### config.mk
export PLATFORM = sky130hd
export DESIGN_NAME = vga_timing_out
export DESIGN_NICKNAME = d
export VERILOG_FILES = /design/src/rtl/vga_timing_out.sv
export SDC_FILE = /design/constraint.sdc
export NUM_CORES = 1
export LEC_CHECK = 0
export ABC_CLOCK_PERIOD_IN_PS = 1600
export CAP_MARGIN = 20
export CORE_MARGIN = 4
export CORE_UTILIZATION = 39
export CTS_BUF_LIST = sky130_fd_sc_hd__clkbuf_16
export DETAILED_ROUTE_END_ITERATION = 16
export PLACE_DENSITY = 0.73
export SYNTH_ARGS = -nofsm -noshare
export SYNTH_HDL_FRONTEND = slang
export SYNTH_SLANG_ARGS = --single-unit
export TNS_END_PERCENT = 50
### constraint.sdc
create_clock -name clk -period 1.6 [get_ports clk]
set_input_delay 0.32 -clock clk [delete_from_list [all_inputs] [get_ports clk]]
set_output_delay 0.32 -clock clk [all_outputs]
set_load 0.01 [all_outputs]
### src/rtl/vga_timing_out.sv
// Raster scan generator and VGA output stage: counts pixels/lines, hands the
// position to the drawing objects and realigns their colour with sync/blank.
module vga_timing_out #(
  parameter int unsigned H_ACTIVE = 640,
  parameter int unsigned H_FP     = 16,
  parameter int unsigned H_SYNC   = 96,
  parameter int unsigned H_BP     = 48,
  parameter int unsigned V_ACTIVE = 480,
  parameter int unsigned V_FP     = 10,
  parameter int unsigned V_SYNC   = 2,
  parameter int unsigned V_BP     = 33,
  parameter int unsigned MUX_LAT  = 1,
  parameter bit          SYNC_ACT = 1'b0
) (
  input  logic        clk,
  input  logic        reset,
  input  logic        pixEn,
  input  logic [7:0]  redIn,
  input  logic [7:0]  greenIn,
  input  logic [7:0]  blueIn,
  output logic [10:0] pixelX,
  output logic [10:0] pixelY,
  output logic        drawEn,
  output logic        startOfFrame,
  output logic [7:0]  vgaR,
  output logic [7:0]  vgaG,
  output logic [7:0]  vgaB,
  output logic        hsync,
  output logic        vsync,
  output logic        blankN
);

  localparam int unsigned H_TOTAL  = H_ACTIVE + H_FP + H_SYNC + H_BP;
  localparam int unsigned V_TOTAL  = V_ACTIVE + V_FP + V_SYNC + V_BP;
  localparam int unsigned HS_START = H_ACTIVE + H_FP;
  localparam int unsigned HS_END   = HS_START + H_SYNC;
  localparam int unsigned VS_START = V_ACTIVE + V_FP;
  localparam int unsigned VS_END   = VS_START + V_SYNC;
  localparam logic        SYNC_IDLE = ~SYNC_ACT;

  typedef struct packed {
    logic hs;
    logic vs;
    logic blank;
  } ctl_t;

  localparam ctl_t CTL_IDLE = '{hs: SYNC_IDLE, vs: SYNC_IDLE, blank: 1'b1};

  logic [10:0] h_cnt;
  logic [10:0] v_cnt;
  logic [10:0] h_nxt;
  logic [10:0] v_nxt;
  logic        h_wrap;
  logic        v_wrap;

  always_comb begin
    h_wrap = (h_cnt == 11'(H_TOTAL - 1));
    v_wrap = (v_cnt == 11'(V_TOTAL - 1));
    h_nxt  = h_cnt;
    v_nxt  = v_cnt;
    if (pixEn) begin
      if (h_wrap) begin
        h_nxt = '0;
        v_nxt = v_wrap ? '0 : v_cnt + 11'd1;
      end else begin
        h_nxt = h_cnt + 11'd1;
      end
    end
  end

  // drawEn is computed from the next position so it lines up with pixelX/pixelY
  always_ff @(posedge clk) begin
    if (reset) begin
      h_cnt        <= '0;
      v_cnt        <= '0;
      drawEn       <= 1'b0;
      startOfFrame <= 1'b0;
    end else begin
      h_cnt        <= h_nxt;
      v_cnt        <= v_nxt;
      drawEn       <= (h_nxt < 11'(H_ACTIVE)) && (v_nxt < 11'(V_ACTIVE));
      startOfFrame <= pixEn && h_wrap && v_wrap;
    end
  end

  assign pixelX = h_cnt;
  assign pixelY = v_cnt;

  ctl_t raw_ctl;
  ctl_t dly_ctl;

  always_comb begin
    raw_ctl.hs    = ((h_cnt >= 11'(HS_START)) && (h_cnt < 11'(HS_END))) ? SYNC_ACT : SYNC_IDLE;
    raw_ctl.vs    = ((v_cnt >= 11'(VS_START)) && (v_cnt < 11'(VS_END))) ? SYNC_ACT : SYNC_IDLE;
    raw_ctl.blank = ~drawEn;
  end

  // Matches the objects mux latency; runs every clk, independent of pixEn.
  generate
    if (MUX_LAT == 0) begin : g_no_pipe
      assign dly_ctl = raw_ctl;
    end else begin : g_pipe
      ctl_t pipe [MUX_LAT];

      always_ff @(posedge clk) begin
        if (reset) begin
          for (int i = 0; i < int'(MUX_LAT); i++) pipe[i] <= CTL_IDLE;
        end else begin
          pipe[0] <= raw_ctl;
          for (int i = 1; i < int'(MUX_LAT); i++) pipe[i] <= pipe[i-1];
        end
      end

      assign dly_ctl = pipe[MUX_LAT-1];
    end
  endgenerate

  always_ff @(posedge clk) begin
    if (reset) begin
      vgaR   <= '0;
      vgaG   <= '0;
      vgaB   <= '0;
      hsync  <= SYNC_IDLE;
      vsync  <= SYNC_IDLE;
      blankN <= 1'b0;
    end else begin
      vgaR   <= dly_ctl.blank ? 8'h00 : redIn;
      vgaG   <= dly_ctl.blank ? 8'h00 : greenIn;
      vgaB   <= dly_ctl.blank ? 8'h00 : blueIn;
      hsync  <= dly_ctl.hs;
      vsync  <= dly_ctl.vs;
      blankN <= ~dly_ctl.blank;
    end
  end

endmodule

==> impl_metrics.tcl <==
set metrics [dict create \
    violations "setup timing" \
    drive_above_1_share 0.248 \
    swShare 0.195 \
    start_util 0.407 \
    seq_power_share 0.500 \
    p_int_mw 2.22 \
    fin_crit_sh 1.00 \
    cts.sinks 54 \
    p_per_area_nw_per_um2 801 \
    crit_type "flip-flop to flip-flop" \
    remaining_drc_errors 0 \
    rows 26 \
    synth_cells 212 \
    leakage_nw 1.42 \
    clock_latency_ns 0.29 \
    placed_cells 385 \
    finalNonFillerCells 396 \
    num-fill-cells 404 \
    cp-startpoint "pixelY[0]" \
    start_kind "flip-flop" \
    wl_per_cell_um 13.7 \
    synth_seq_cells 54 \
    grt_pass1_wl_mm 8.30 \
    hold_class "flip-flop to flip-flop" \
    drv_cap 0 \
    netSwitchingPower_mw 0.538 \
    synthesis.area_um2 2110 \
    die_height_um 81.5 \
    holdWs_ns 0.406 \
    timing.final.ws_setup_ns -0.00533 \
    worstPathMaxFanout 6 \
    period_needed_ns 1.61 \
    dr.pass1.iters 4 \
    synth_cell_types 44 \
    multi_input_area_um2 1030 \
    track_usage 0.165 \
    clk_pin_slew_ns 0.07 \
    fin_nets 357 \
    ios 78 \
    antenna_left 0 \
    dp.final_hpwl_mm 4.01 \
    htreeDepth 2 \
    grt_pass1_vias 1770 \
    timing.rr.start "pixelY[0]" \
    syn-num-nets 244 \
    ys.flop_type "dfxtp_1" \
    synth_warnings 0 \
    ctsRootBufferMaster "clkbuf_16" \
    fin_util 0.667 \
    portBuffers 77 \
    hold_viol_final 0 \
    async_reset_ff_frac 0 \
    vias_per_cell 4.84 \
    dpl_worst_slack_ns -0.438 \
    max_freq_ghz 0.623 \
    synth-seq-area-share 0.513 \
    drt-initial-drc-count 41 \
    numCtsBuffers 5 \
    antenna_found_initial 0 \
    cts_buffer_depth 2 \
    postSynthAreaPerCell_um2 9.93 \
    final_common_cell "clkdlybuf4s50_1" \
    cp.required_ns 1.77 \
    wirelength_mm 5.43 \
    dr_total_vias 1918 \
    place_congestion 0.923 \
    die_area_um2 6640 \
    ir_worst_vdd_v 0.000528 \
    skew_ns 0.00537 \
    regArea_um2 1100 \
    tightest_slew_ns 0.620 \
    setup_viol_count_final 2 \
    coreArea_um2 5170 \
    n_antenna_cell 0 \
    areaGrowthSynthToFinish_pct 63.8 \
    status "complete, but fails checks" \
    drv_slew 0 \
    cp-end-kind "flip-flop" \
    grt_max_degree 26 \
    relSlewSlack 0.586 \
    grt_remaining_overflow 0 \
    comb_power_share 0.067 \
    clockPowerShare 0.433 \
    fp.dieW_um 81.5 \
    rsz0062_at_grt "yes" \
    synth-edff-count 0 \
    layout_common_cells "clkdlybuf4s50_1, dfxtp_1, buf_4, and2_1, nor2_1" \
    cts_tree "built" \
    arrival_ns 1.77 \
    hp-start "drawEn" \
]
[state kept, by name, indices dropped and copies added (netlist names), 3 cells and up]
register,flops
pixelY,11
g_pipe.pipe,3
vgaB,8
vgaG,8
pixelX,11
vgaR,8
[Yosys cell counts, drive strengths merged, types with 4 or more instances]
| library cell | count | area share |
|---|---|---|
| a21oi | 6 | 0.016 |
| and2 | 24 | 0.071 |
| and3 | 4 | 0.012 |
| buf | 5 | 0.014 |
| clkbuf | 4 | 0.0071 |
| dfxtp | 54 | 0.51 |
| ha | 5 | 0.030 |
| inv | 5 | 0.0089 |
| nand2 | 8 | 0.014 |
| nand3 | 9 | 0.027 |
| nand4 | 10 | 0.033 |
| nor2 | 25 | 0.045 |
| nor3 | 4 | 0.0095 |
| xnor2 | 11 | 0.046 |
| xor2 | 6 | 0.025 |
[worst max-delay path, stage by stage (launching register included)]
cell and delay [ns]:
dfxtp_2 0.33, inv_2 0.06, ha_1 0.15, nor4bb_2 0.24, nand4_1 0.21, o21bai_1 0.26, buf_4 0.19, a21oi_1 0.04
[power groups by stage]
stage                     Clock [mW]  Sequential, mW  Combinational, mW
final                           1.20            1.38              0.185
after global routing            1.27            1.38              0.201
after CTS                       1.22            1.38              0.185
after detailed placement           0            1.41              0.188
after global placement             0            1.41              0.185
after floorplan                    0            1.43             0.0413
[stage by stage]
step	total power, mW	TNS, ns	instance area [um2]
final	2.76	-0.00895	3450
after global routing	2.86	-0.816	3450
after CTS	2.79	-0.00642	3370
after detailed placement	1.60	-13.98	3210
after global placement	1.60	-12.94	3210
after floorplan	1.47	-0.0324	2140
[logic make-up (layout without fill, tap and decap cells)]
family                     Yosys count  count (layout)  synth area share
DFF                                 54              54             0.513
and+or+nand+nor                    104             104             0.298
xor gates and xnor gates            17              17            0.0707
buffers and inverters               14             128            0.0303
muxes                                1               1           0.00475
AOI/OAI and AO/OA                   17              17            0.0535
adders and majority gates            5               5            0.0297
[final timing paths]
kind         slack [ns]                end  cells after the start
max              -0.005          pixelY[8]                      7
min                0.41  g_pipe.pipe[0][0]                      1
max reg2reg      -0.005          pixelY[8]                      7
min reg2reg        0.41  g_pipe.pipe[0][0]                      1
[timing repair]
| action | in CTS | in global routing |
|---|---|---|
| buffers inserted | 1 | 1 |
| gates cloned | 0 | 1 |
| hold buffers | 0 | 0 |
| pin swaps | 1 | 1 |
| endpoints found under the setup margin | 37 | 43 |
| resized for setup | 20 | 22 |
[final cells by class]
type / count / share of cell area
Sequential cell: 54 / 0.320
Tap cell: 70 / 0.0254
Multi-Input combinational cell: 144 / 0.298
Clock buffer: 5 / 0.0363
Timing Repair Buffer: 115 / 0.304
Inverter: 5 / 0.00544
Clock inverter: 3 / 0.0116
[layer usage]
metal,global-route usage,vias up,share of wire
li1,-,949,-
met1,0.205,876,0.44
met2,0.270,87,0.45
met3,0.0450,6,0.10
met4,0.0642,0,0.014
met5,0,-,0
(Power assumes the default switching activity.)
